<file path="src/rtl/led_scan_driver_if.sv">
// ----------------------------------------------------------------------------
// led_scan_driver_if
//   Groups the framebuffer read port and the HUB75-style panel pins driven by
//   led_scan_driver.
//
//   Framebuffer read protocol (there is no ready/backpressure): fb_ren is a
//   one-cycle request strobe carrying fb_raddr = {row[4:0], col[5:0]}. The
//   memory must present fb_rdata exactly one cycle after the strobe, with
//   [0] = pixel (row, col) and [1] = pixel (row+32, col).
//
//   Signals
//     fb_ren, fb_raddr[10:0]   read request (driver -> memory)
//     fb_rdata[1:0]            read data    (memory -> driver)
//     hub_r1, hub_r2           serial pixel data, upper / lower panel half
//     hub_clk                  shift clock, panel samples data on its rise
//     hub_lat                  latch strobe
//     hub_oe_n                 active-low output enable
//     hub_addr[4:0]            row-pair select
//     frame_sync               one-cycle pulse at the start of row 0
//
//   Modports: master = scan driver, slave = framebuffer / panel side.
// ----------------------------------------------------------------------------
interface led_scan_driver_if;
   logic        fb_ren;
   logic [10:0] fb_raddr;
   logic [1:0]  fb_rdata;
   logic        hub_r1;
   logic        hub_r2;
   logic        hub_clk;
   logic        hub_lat;
   logic        hub_oe_n;
   logic [4:0]  hub_addr;
   logic        frame_sync;

   modport master (
      output fb_ren, fb_raddr,
      input  fb_rdata,
      output hub_r1, hub_r2, hub_clk, hub_lat, hub_oe_n, hub_addr, frame_sync
   );

   modport slave (
      input  fb_ren, fb_raddr,
      output fb_rdata,
      input  hub_r1, hub_r2, hub_clk, hub_lat, hub_oe_n, hub_addr, frame_sync
   );
endinterface

</file>
<file path="src/rtl/led_scan_driver.sv">
// ----------------------------------------------------------------------------
// led_scan_driver
//   Scans a 64x64 LED panel (two 32-row halves shifted in parallel) from a
//   2-bit-wide framebuffer. Each row goes through:
//     PRE0 (1)  -> issue read of column 0, frame_sync on row 0
//     PRE1 (1)  -> capture column 0 pixels
//     SHIFT(128)-> 64 columns x 2 phases (A: clk low, B: clk high)
//     BLANK(1)  -> hub_addr switches to the row just shifted
//     LATCH(1)  -> hub_lat pulse
//     DISPLAY(ON_CYCLES) -> hub_oe_n low
//   giving a row period of ON_CYCLES+132 cycles.
//
//   Ports
//     clk        system clock, rising edge
//     rst        synchronous active-high reset
//     enable     1 = scan; 0 = stop into IDLE at the end of the current row
//     bus        led_scan_driver_if.master (framebuffer + panel pins)
//     dbg_state  current FSM state code
//
//   Parameter
//     ON_CYCLES  display cycles per row (>= 1)
// ----------------------------------------------------------------------------
module led_scan_driver #(
   parameter int ON_CYCLES = 256
) (
   input  logic                     clk,
   input  logic                     rst,
   input  logic                     enable,
   led_scan_driver_if.master        bus,
   output logic [2:0]               dbg_state
);

   typedef enum logic [2:0] {
      IDLE    = 3'd0,
      PRE0    = 3'd1,
      PRE1    = 3'd2,
      SHIFT   = 3'd3,
      BLANK   = 3'd4,
      LATCH   = 3'd5,
      DISPLAY = 3'd6
   } state_t;

   localparam int ON_W = (ON_CYCLES > 1) ? $clog2(ON_CYCLES) : 1;
   localparam logic [ON_W-1:0] ON_LAST = ON_W'(ON_CYCLES - 1);

   state_t          state;
   state_t          state_nx;
   logic [4:0]      row;
   logic [5:0]      col;
   logic            phase;     // 0 = phase A (clk low), 1 = phase B (clk high)
   logic [ON_W-1:0] on_cnt;
   logic [1:0]      pix;       // pixels currently on r1/r2
   logic [4:0]      addr_q;    // row-pair select shown to the panel

   logic shift_done;
   logic disp_done;

   assign shift_done = (state == SHIFT) && phase && (col == 6'd63);
   assign disp_done  = (state == DISPLAY) && (on_cnt == ON_LAST);

   // ---------------------------------------------------------------------
   // State register and counters
   // ---------------------------------------------------------------------
   always_ff @(posedge clk) begin
      if (rst) begin
         state  <= IDLE;
         row    <= 5'd0;
         col    <= 6'd0;
         phase  <= 1'b0;
         on_cnt <= '0;
         pix    <= 2'b00;
         addr_q <= 5'd0;
      end else begin
         state <= state_nx;
         case (state)
            IDLE: begin
               row <= 5'd0;
            end
            PRE1: begin
               // Data for column 0 requested in PRE0 is valid now.
               pix   <= bus.fb_rdata;
               col   <= 6'd0;
               phase <= 1'b0;
            end
            SHIFT: begin
               phase <= ~phase;
               if (phase) begin
                  // End of phase B: the read issued in phase A returns now
                  // and becomes the next column's pixels. Column 63 issued
                  // no read, so nothing is captured; col rolls 63 -> 0.
                  col <= col + 6'd1;
                  if (col != 6'd63) begin
                     pix <= bus.fb_rdata;
                  end
               end
               // Loaded on the last SHIFT cycle so it is visible in BLANK.
               if (shift_done) begin
                  addr_q <= row;
               end
            end
            DISPLAY: begin
               if (disp_done) begin
                  on_cnt <= '0;
                  row    <= enable ? (row + 5'd1) : 5'd0;
               end else begin
                  on_cnt <= on_cnt + 1'b1;
               end
            end
            default: ;
         endcase
      end
   end

   // ---------------------------------------------------------------------
   // Next-state logic
   // ---------------------------------------------------------------------
   always_comb begin
      state_nx = state;
      case (state)
         IDLE:    if (enable) state_nx = PRE0;
         PRE0:    state_nx = PRE1;
         PRE1:    state_nx = SHIFT;
         SHIFT:   if (shift_done) state_nx = BLANK;
         BLANK:   state_nx = LATCH;
         LATCH:   state_nx = DISPLAY;
         DISPLAY: if (disp_done) state_nx = enable ? PRE0 : IDLE;
         default: state_nx = IDLE;
      endcase
   end

   // ---------------------------------------------------------------------
   // Outputs
   // ---------------------------------------------------------------------
   always_comb begin
      bus.fb_ren     = 1'b0;
      bus.fb_raddr   = 11'd0;
      bus.hub_r1     = 1'b0;
      bus.hub_r2     = 1'b0;
      bus.hub_clk    = 1'b0;
      bus.hub_lat    = 1'b0;
      bus.hub_oe_n   = 1'b1;
      bus.frame_sync = 1'b0;
      case (state)
         PRE0: begin
            bus.fb_ren     = 1'b1;
            bus.fb_raddr   = {row, 6'd0};
            bus.frame_sync = (row == 5'd0);
         end
         SHIFT: begin
            bus.hub_clk = phase;
            bus.hub_r1  = pix[0];
            bus.hub_r2  = pix[1];
            // Prefetch the next column during phase A.
            if (!phase && (col != 6'd63)) begin
               bus.fb_ren   = 1'b1;
               bus.fb_raddr = {row, col + 6'd1};
            end
         end
         LATCH: begin
            bus.hub_lat = 1'b1;
         end
         DISPLAY: begin
            bus.hub_oe_n = 1'b0;
         end
         default: ;
      endcase
   end

   assign bus.hub_addr = addr_q;
   assign dbg_state    = state;

endmodule

</file>
<file path="src/flat_wrapper.sv">
// flat-port wrapper written by rule: the top's interface ports become plain ports
module led_scan_driver_flat 
#(
   parameter int ON_CYCLES = 256
)
  (clk, rst, enable, dbg_state, bus_fb_ren, bus_fb_raddr, bus_fb_rdata, bus_hub_r1, bus_hub_r2, bus_hub_clk, bus_hub_lat, bus_hub_oe_n, bus_hub_addr, bus_frame_sync);
  led_scan_driver_if bus_i ();
  input  logic clk;
  input  logic rst;
  input  logic enable;
  output logic [2:0] dbg_state;
  output wire logic [$bits(bus_i.fb_ren)-1:0] bus_fb_ren;
  output wire logic [$bits(bus_i.fb_raddr)-1:0] bus_fb_raddr;
  input wire logic [$bits(bus_i.fb_rdata)-1:0] bus_fb_rdata;
  output wire logic [$bits(bus_i.hub_r1)-1:0] bus_hub_r1;
  output wire logic [$bits(bus_i.hub_r2)-1:0] bus_hub_r2;
  output wire logic [$bits(bus_i.hub_clk)-1:0] bus_hub_clk;
  output wire logic [$bits(bus_i.hub_lat)-1:0] bus_hub_lat;
  output wire logic [$bits(bus_i.hub_oe_n)-1:0] bus_hub_oe_n;
  output wire logic [$bits(bus_i.hub_addr)-1:0] bus_hub_addr;
  output wire logic [$bits(bus_i.frame_sync)-1:0] bus_frame_sync;
  assign bus_fb_ren = bus_i.fb_ren;
  assign bus_fb_raddr = bus_i.fb_raddr;
  assign bus_i.fb_rdata = bus_fb_rdata;
  assign bus_hub_r1 = bus_i.hub_r1;
  assign bus_hub_r2 = bus_i.hub_r2;
  assign bus_hub_clk = bus_i.hub_clk;
  assign bus_hub_lat = bus_i.hub_lat;
  assign bus_hub_oe_n = bus_i.hub_oe_n;
  assign bus_hub_addr = bus_i.hub_addr;
  assign bus_frame_sync = bus_i.frame_sync;
  led_scan_driver #(.ON_CYCLES(ON_CYCLES)) u_core (.clk(clk), .rst(rst), .enable(enable), .bus(bus_i), .dbg_state(dbg_state));
endmodule
</file>
<file path="config.mk">
export PLATFORM = sky130hd
export DESIGN_NAME = led_scan_driver_flat
export DESIGN_NICKNAME = d
export VERILOG_FILES = /design/src/rtl/led_scan_driver_if.sv /design/src/rtl/led_scan_driver.sv /design/src/flat_wrapper.sv
export SDC_FILE = /design/constraint.sdc
export NUM_CORES = 1
export LEC_CHECK = 0
export ABC_AREA = 1
export BUFFER_PORTS_ARGS = -buffer_cell sky130_fd_sc_hd__buf_2
export CAP_MARGIN = 20
export CORE_MARGIN = 2
export CORE_UTILIZATION = 35
export DETAILED_ROUTE_END_ITERATION = 10
export PLACE_DENSITY_LB_ADDON = 0.25
export SLEW_MARGIN = 15
export SYNTH_ARGS = -nofsm -noshare
export SYNTH_HDL_FRONTEND = slang
export SYNTH_SLANG_ARGS = --single-unit
</file>
<file path="constraint.sdc">
create_clock -name clk -period 2.1 [get_ports clk]
set_input_delay 0.63 -clock clk [delete_from_list [all_inputs] [get_ports clk]]
set_output_delay 0.63 -clock clk [all_outputs]
set_load 0.01 [all_outputs]
</file>
Yosys cells after proc, flatten, opt, wreduce, memory -nomap -nowiden

Index checks and enable logic that the tools add are counted.

Bits in registers: 30
Bits in latches: 0
RAM bits: 0
ROM bits: 0
Input bits: 5
Logic and storage cells: 64
Memories: 0

$add $sub $neg: 3
Multiply operators: 0
Divide/modulo/power cells: 0
Order comparisons: 0
Equal/unequal tests: 14
Shifts and indexed selects: 0
Multiplexer cells: 25
Bitwise gates (word level): 1
Reductions and logical operators: 14

Operators by type and width:

| cell                | count |
|---|---|
| $pmux 11 s2         | 1 |
| $pmux 3 s7          | 1 |
| $pmux 6 s2          | 1 |
| $mux 11             | 1 |
| $mux 5              | 2 |
| $pmux 5 s2          | 1 |
| $eq 3x3->1 const B  | 3 |
| $mux 3              | 3 |
| $add 8x1->8 const B | 1 |
| $eq 8x8->1 const B  | 1 |
| $mux 1              | 8 |
| $mux 8              | 1 |
| $add 6x1->6 const B | 1 |
| $eq 3x2->1 const B  | 2 |
| $eq 6x6->1 const B  | 1 |
| $mux 6              | 1 |
| $ne 2x1->1 const B  | 3 |
| $ne 6x6->1 const B  | 1 |
| $reduce_and 2->1    | 3 |
| $reduce_and 3->1    | 2 |
| $add 5x1->5 const B | 1 |
| $logic_not 5->1     | 1 |
| $logic_and 1x1->1   | 4 |
| $mux 2              | 2 |
| 8 further kinds     | 11 |

Logic depth before layout (Yosys ltp)

Gate-level depths: netlist of the first run.

Depth in word-level cells: 5
Mapped depth: 9
Gate-level depth less buffers: 9

Worst setup path after synthesis of the first run

No wires, ideal clock.

Path type: register -> output
From: reg u_core.col[0]
To: out bus_fb_ren
Arrival time: 1.292 ns
Data required time: 1.470 ns
Setup slack: 0.178 ns
Cell stages (with the launch flop): 7
Buffers on the path: 0
Path through: dfxtp_1 -> ha_1 -> nand3_1 -> nor2_1 -> nor2_2 -> nor2_1 -> inv_1

Cells in the longest elaborated chain, start to end: 4

Ends and longest elaborated chain:

| item                   | RTL line               | source |
|---|---|---|
| from (decl)            | led_scan_driver.sv:49  | `logic [5:0] col;` |
| from (signal assigned) | led_scan_driver.sv:91  | `col <= col + 6'd1;` |
| $ne 6x6->1             | led_scan_driver.sv:154 | `if (!phase && (col != 6'd63)) begin` |
| $logic_and 1x1->1      | led_scan_driver.sv:154 |  |
| $mux 1                 | led_scan_driver.sv:154 |  |
| $pmux 1 s2             | led_scan_driver.sv:143 | `case (state)` |
| to (decl)              | flat_wrapper.sv:12     | `output wire logic [$bits(bus_i.fb_ren)-1:0] bus_fb_ren;` |

No other way between the ends.

Worst setup path after layout of the first run

From: reg u_core.col[0]
To: out bus_fb_raddr[9]

Cells in the longest elaborated chain, start to end: 4

Ends and longest elaborated chain:

| item              | RTL line               | source |
|---|---|---|
| $ne 6x6->1        | led_scan_driver.sv:154 |  |
| $logic_and 1x1->1 | led_scan_driver.sv:154 |  |
| $mux 11           | led_scan_driver.sv:154 |  |
| $pmux 11 s2       | led_scan_driver.sv:143 |  |
| to (decl)         | flat_wrapper.sv:13     | `output wire logic [$bits(bus_i.fb_raddr)-1:0] bus_fb_raddr;` |

No other way between the ends.

==> results.json, run 1 <==
{
  "netSwitchingFraction_pct": 33.09,
  "min_path_type": "reg -> reg",
  "drt_iter0_drc": 108,
  "dpl.hpwl_mm": 2.736,
  "rsz0062_at_grt": "yes",
  "synth-compound-area-share_pct": 15.17,
  "die_y_um": 70.55,
  "synthXorXnorAreaFrac_pct": 1.130,
  "io_buffer_count": 30,
  "use_met1_pct": 21.82,
  "syn-num-nets": 241,
  "vias_per_cell": 4.640,
  "ys_seq_elements": 30,
  "min_path_cells": 2,
  "drc": 0,
  "gp_congestion": 0.7692,
  "clock_path_buffers": 2,
  "yosysTopAreaCell": "dfxtp_1",
  "r2r_setup_slack_ps": 600,
  "synth_cell_types": 24,
  "gr-total-overflow": 0,
  "crit_arrival_ps": 1490,
  "track_usage_pct": 16.59,
  "cp_max_fo": 6,
  "crit_slowest_cell": "dfxtp_2",
  "worst_setup_path_end_kind": "primary output",
  "synth_edf_count": 0,
  "synthTopCellsByCount": "nor2_1 (47), nand2_1 (33), dfxtp_1 (30)",
  "p_seq_share_pct": 44.3,
  "cpLargestDelayFamily": "simple AND/OR/NAND/NOR gates",
  "synth_mux_area_share_pct": 0,
  "ant_nets": 0,
  "hold_violations": 0,
  "worstReg2RegStart": "u_core.on_cnt[1]",
  "grt_max_degree": 15,
  "worstReg2RegEnd": "u_core.dbg_state[2]",
  "cts_tree": "done",
  "critPathMaxStageDelay_ps": 360,
  "timing.fmax_mhz": 472.7,
  "diodes": 0,
  "slew_viol_final": 0,
  "yosys_warnings": 0,
  "path_class": "reg -> out",
  "p_comb_share_pct": 27.0,
  "cp-start-kind": "flop",
  "post-route-min-period_ps": 2116,
  "synth_top_cell_area_share_pct": 38.74,
  "grt_use_met3_pct": 4.416,
  "yosysMostFrequentCell": "nor2_1",
  "cts-root-buf": "clkbuf_8",
  "dieWidth_um": 70.55,
  "power.share.clock_pct": 28.7,
  "die-area_sq_um": 4977,
  "finalWirelength_mm": 3.874,
  "synth_adder_area_share_pct": 3.228,
  "p_per_area_nw_per_um2": 745.5,
  "first_pass_iters": 4,
  "synth_top_family_by_area": "simple AND/OR/NAND/NOR gates",
  "clk_pin_slew_ps": 60,
  "violations": "setup timing",
  "drive_above_1_share_pct": 28.11,
  "switching_power_mw": 0.4964,
  "required_ps": 1470,
  "antenna_found_initial": 0,
  "grt_busiest_layer": "met2",
  "p_leak_nw": 0.9266,
  "yosys.area_share.simple_pct": 32.45,
  "async_reset_ff_share_pct": 0,
  "via_count": 1545,
  "grt_pass1_wl_mm": 6.582,
  "ys_seq_area_share_pct": 38.74,
  "pre_cts_ws_ps": 75.25,
  "cts_buffers": 5,
  "status": "finished with violations",
  "internal-power_mw": 1.004,
  "initial_core_util_pct": 35.85,
  "r2r_cells": 7,
  "io_pins": 31,
  "fin_crit_sh_pct": 100.7,
  "htreeDepth": 2,
  "relSlewSlack_pct": 79.48,
  "grt_pass1_vias": 1399,
  "syn_inst": 232,
  "avgSynthCellArea_sq_um": 6.682,
  "holdPathEnd": "u_core.phase",
  "ys_top_cells_by_area": "dfxtp_1 (39%), nor2_1 (11%), nand2_1 (8.0%)",
  "clkSinkCount": 30,
  "cp_num_buf_inv": 2,
  "syn_area_sq_um": 1550,
  "clk_latency_ps": 270,
  "worstPathCellList": "ha_4 > nand3_4 > nor2_4 > nor2_4 > nor2_2 > buf_6 > nor2_1 > buf_2",
  "fin_nets": 290,
  "wl_per_cell_um": 11.63,
  "setup_viol_count_final": 7,
  "skew_ps": 4.393,
  "hp-start": "u_core.phase",
  "holdBufCountCts": 0,
  "peakVddDrop_mv": 0.3836,
  "power.total_mw": 1.500,
  "grt_util_met2_pct": 26.21,
  "maxCapViolations": 0,
  "synth_top_flop_cell": "dfxtp_1",
  "path_common_cell": "nor2_4",
  "final.setup.worst_slack_ps": -15.58,
  "core_sq_um": 4324,
  "syn_to_final_growth_pct": 29.78,
  "worstMarginPinSlew_ps": 307.8,
  "fp-row-count": 24
}
[sequential cells by signal (all words and copies together) (netlist names)]
register	count
u_core.bus.hub_addr	5
u_core.dbg_state	3
u_core.row	5
u_core.pix	2
u_core.phase	1
u_core.on_cnt	8
u_core.col	6
[power groups by stage]
stage	registers, mW	logic [mW]	clock network (mW)
after floorplan	0.673	0.231	0
after global placement	0.665	0.367	0
after detailed placement	0.666	0.365	0
after CTS	0.661	0.386	0.445
after global routing	0.668	0.459	0.470
final	0.664	0.405	0.431
[metal layers]
metal | vias to the layer above | wire length [um]
met3 | 4 | 154
met4 | 0 | 46
met1 | 671 | 1891
met5 | - | 0
met2 | 28 | 1781
li1 | 842 | -
[layout make-up]
cell class | count | area, sq um
Tap cell | 52 | 65.06
Clock buffer | 7 | 76.32
Inverter | 35 | 137.6
Multi-Input combinational cell | 164 | 853.3
Sequential cell | 30 | 605.6
Timing Repair Buffer | 45 | 274.0
Fill cell | 459 | 2312
[worst max path at each step]
stage	from	to	depth (start not counted)
CTS	u_core.col[1]	bus_fb_raddr[9]	8
detailed placement	u_core.col[1]	bus_fb_raddr[9]	8
finish	u_core.col[0]	bus_fb_raddr[9]	8
global placement	u_core.col[1]	bus_fb_ren	8
global route	u_core.col[0]	bus_fb_raddr[9]	8
floorplan	u_core.col[0]	bus_fb_ren	6
[cell usage in the layout, fill, tap and decap left out]
| cell | Yosys | routed |
|---|---|---|
| nand3_1 | 16 | 15 |
| nand2_2 | 4 | 6 |
| buf_4 | 0 | 12 |
| buf_2 | 0 | 30 |
| buf_6 | 0 | 3 |
| nand3_4 | 1 | 2 |
| inv_2 | 7 | 5 |
| clkbuf_8 | 0 | 5 |
| ha_4 | 0 | 1 |
| clkinv_1 | 2 | 2 |
| nor2_4 | 2 | 4 |
| o21ai_0 | 11 | 11 |
| nand2_1 | 33 | 31 |
| dfxtp_1 | 30 | 26 |
| nor3_1 | 2 | 2 |
| dfxtp_2 | 0 | 4 |
| clkbuf_1 | 3 | 2 |
| o21bai_1 | 1 | 1 |
| nand3_2 | 1 | 1 |
| a21oi_1 | 22 | 22 |
| and2_1 | 1 | 1 |
| nor2_1 | 47 | 44 |
| nand4_1 | 3 | 3 |
| inv_4 | 0 | 2 |
| xor2_1 | 2 | 2 |
| nor2_2 | 2 | 3 |
| inv_1 | 25 | 25 |
| ha_1 | 4 | 3 |
| a21o_1 | 1 | 1 |
| o21ai_1 | 11 | 11 |
| clkinv_2 | 1 | 1 |
[worst min-delay path, delay by kind of cell, from the launching register on]
| kind | cells | cell delay [ps] |
|---|---|---|
| simple gates | 1 | 60 |
| compound gates | 1 | 50 |
| flops | 1 | 320 |
[timing repair]
action,CTS,global route
pin swaps,6,5
gates resized for setup,10,10
endpoints found under the setup margin,11,12
buffers inserted,6,1
[cell families after synthesis]
family | after synthesis
compound gates | 46
xor+xnor | 2
fa+ha+maj | 4
buf+inv | 38
flops | 30
simple gates | 112
[per-stage QoR]
stage / utilization, % / cells / instance area [sq um] / hold slack, ps / setup TNS (ps)
floorplan: - / 232 / 1550 / 437.1 / 0
global placement: 41.96 / 319 / 1814 / 454.5 / 0
detailed placement: 41.96 / 319 / 1814 / 465.4 / 0
CTS: 45.66 / 332 / 1974 / 479.7 / -52.30
global route: 46.53 / 333 / 2012 / 504.4 / -829.9
finish: 46.53 / 333 / 2012 / 481.1 / -70.34
Power figures use the tool's default switching activity.
==> run 2: changes to the inputs <==
Settings changed: ABC_AREA 1 to default.
==> results.json, run 2 <==
{
  "drive_above_1_share_pct": 32.27,
  "p_seq_share_pct": 46.6,
  "wl_per_cell_um": 13.75,
  "initial_core_util_pct": 35.92,
  "ys_seq_area_share_pct": 35.63,
  "fp-row-count": 25,
  "core_sq_um": 4692,
  "antenna_found_initial": 0,
  "worst_setup_path_end_kind": "primary output",
  "clk_latency_ps": 290,
  "ant_nets": 0,
  "crit_arrival_ps": 1540,
  "switching_power_mw": 0.3543,
  "largest_register_ff_count": 8,
  "syn_area_sq_um": 1685,
  "htreeDepth": 2,
  "gp_congestion": 0.8398,
  "io_pins": 31,
  "netSwitchingFraction_pct": 28.03,
  "finalWirelength_mm": 4.194,
  "timing.fmax_mhz": 460.1,
  "clk_pin_slew_ps": 70,
  "hp-start": "u_core.pix[1]",
  "grt_pass1_wl_mm": 6.630,
  "die_y_um": 73.39,
  "clock_path_buffers": 2,
  "cts_buffers": 5,
  "min_path_cells": 2,
  "cts-root-buf": "clkbuf_8",
  "peakVddDrop_mv": 0.3090,
  "synth_top_cell_area_share_pct": 35.63,
  "stdcell_count": 305,
  "vias_per_cell": 5.275,
  "track_usage_pct": 16.30,
  "dieWidth_um": 73.39,
  "cts_tree": "done",
  "syn_inst": 208,
  "fin_nets": 259,
  "post-route-min-period_ps": 2174,
  "gr-total-overflow": 0,
  "cp-start-kind": "flop",
  "synthTopCellsByCount": "dfxtp_1 (30), nor2_1 (21), nand2_1 (20)",
  "maxCapViolations": 0,
  "slew_viol_final": 0,
  "rsz0062_at_grt": "yes",
  "cp_max_fo": 6,
  "mostFrequentLayoutCell": "buf_2",
  "io_buffer_count": 30,
  "fin_util_pct": 46.35,
  "setup_viol_count_final": 5,
  "syn-num-nets": 217,
  "holdPathEnd": "u_core.pix[1]",
  "via_count": 1609,
  "ys_top_cells_by_area": "dfxtp_1 (36%), nor2_1 (4.7%), nand2_1 (4.5%)",
  "violations": "setup timing",
  "worstReg2RegEnd": "u_core.row[3]",
  "ys_seq_elements": 30,
  "yosys_warnings": 0,
  "grt_max_degree": 18,
  "path_class": "reg -> out",
  "largest-register": "u_core.on_cnt",
  "synth_top_flop_cell": "dfxtp_1",
  "required_ps": 1470,
  "async_reset_ff_share_pct": 0,
  "status": "finished with violations",
  "diodes": 0,
  "first_pass_iters": 4,
  "yosysMostFrequentCell": "dfxtp_1",
  "worstMarginPinSlew_ps": 446.2,
  "internal-power_mw": 0.9095,
  "syn_to_final_growth_pct": 29.03,
  "die-area_sq_um": 5386,
  "relSlewSlack_pct": 69.98,
  "hold_violations": 0,
  "power.share.clock_pct": 40.2,
  "synth_cell_types": 45,
  "synth_edf_count": 0,
  "worstReg2RegStart": "u_core.dbg_state[0]",
  "min_path_type": "reg -> reg",
  "place_area_sq_um": 1968,
  "r2r_cells": 6,
  "final_cell_area_sq_um": 2175,
  "grt_pass1_vias": 1390,
  "final.setup.worst_slack_ps": -73.55,
  "final_cell_mix": "buf_2 (30), dfxtp_1 (25), nand2_1 (20)",
  "drc": 0,
  "yosysTopAreaCell": "dfxtp_1",
  "p_per_area_nw_per_um2": 581.2,
  "drt_iter0_drc": 72,
  "dpl.hpwl_mm": 2.920,
  "p_comb_share_pct": 13.2,
  "clkSinkCount": 30,
  "dp_cells": 296,
  "avgSynthCellArea_sq_um": 8.103,
  "fin_crit_sh_pct": 103.5,
  "p_leak_nw": 0.9019,
  "skew_ps": 6.094,
  "top_regs": "u_core.on_cnt x8, u_core.col x6",
  "r2r_setup_slack_ps": 490
}
==> run 2: stage by stage <==
step	TNS (ps)	worst slack [ps]	total power, mW	hold WS [ps]
floorplan	0	63.90	0.6871	430.5
global placement	0	90.76	0.7501	443.4
detailed placement	0	54.96	0.7516	455.1
CTS	-301.6	-69.44	1.256	468.8
global route	-682.2	-121.1	1.310	489.6
finish	-322.3	-73.55	1.264	463.5
==> run 2: timing repair <==
action                                  4_1_cts  5_1_grt
buffers inserted                              1        1
endpoints found under the setup margin       11       12
hold buffers                                  0        0
gates resized for setup                      12       15
pin swaps                                     5        3
==> run 2: cell families after synthesis <==
logic type / after synthesis / share of synthesized area, %
buffers and inverters: 21 / 5.865
AOI/OAI and AO/OA: 41 / 15.52
xor gates and xnor gates: 8 / 4.158
and+or+nand+nor: 95 / 30.36
DFF: 30 / 35.63
adders and majority gates: 4 / 2.970
muxes: 9 / 5.494
==> run 2: power groups by stage <==
stage,clock network [mW],registers [mW],logic (mW)
floorplan,0,0.602,0.0847
global placement,0,0.599,0.151
detailed placement,0,0.599,0.153
CTS,0.511,0.588,0.158
global route,0.537,0.590,0.183
finish,0.508,0.589,0.167
==> run 2: how the worst max path moves through the flow <==
| stage | cells past startpoint | endpoint | from | slack (ps) |
|---|---|---|---|---|
| floorplan | 5 | bus_fb_raddr[10] | u_core.col[0] | 60 |
| global placement | 6 | bus_fb_raddr[6] | u_core.col[0] | 90 |
| detailed placement | 6 | bus_fb_raddr[6] | u_core.col[0] | 50 |
| global route | 6 | bus_fb_raddr[6] | u_core.col[1] | -120 |
| CTS | 6 | bus_fb_raddr[6] | u_core.col[1] | -70 |
| finish | 6 | bus_fb_raddr[6] | u_core.col[1] | -70 |
==> run 2: cell type report <==
class | count | area, sq um
Clock buffer | 6 | 82.58
Clock inverter | 2 | 12.51
Fill cell | 470 | 2517
Inverter | 7 | 28.78
Multi-Input combinational cell | 157 | 1075
Sequential cell | 30 | 611.8
Tap cell | 54 | 67.56
Timing Repair Buffer | 49 | 296.5
==> run 2: critical path: stages, from the launching register on <==
cell and delay (ps):
dfxtp_2 340, ha_4 170, nand3_4 70, o21ai_4 70
a211oi_4 310, and2_1 170, buf_2 120
==> run 2: layer usage <==
metal  GRT usage, %  vias to the layer above  wire [um]
li1               -                      823          -
met1          21.65                      742       2028
met2          24.92                       38       1918
met3          4.115                        6        163
met4          7.273                        0         85
met5              0                        -          0
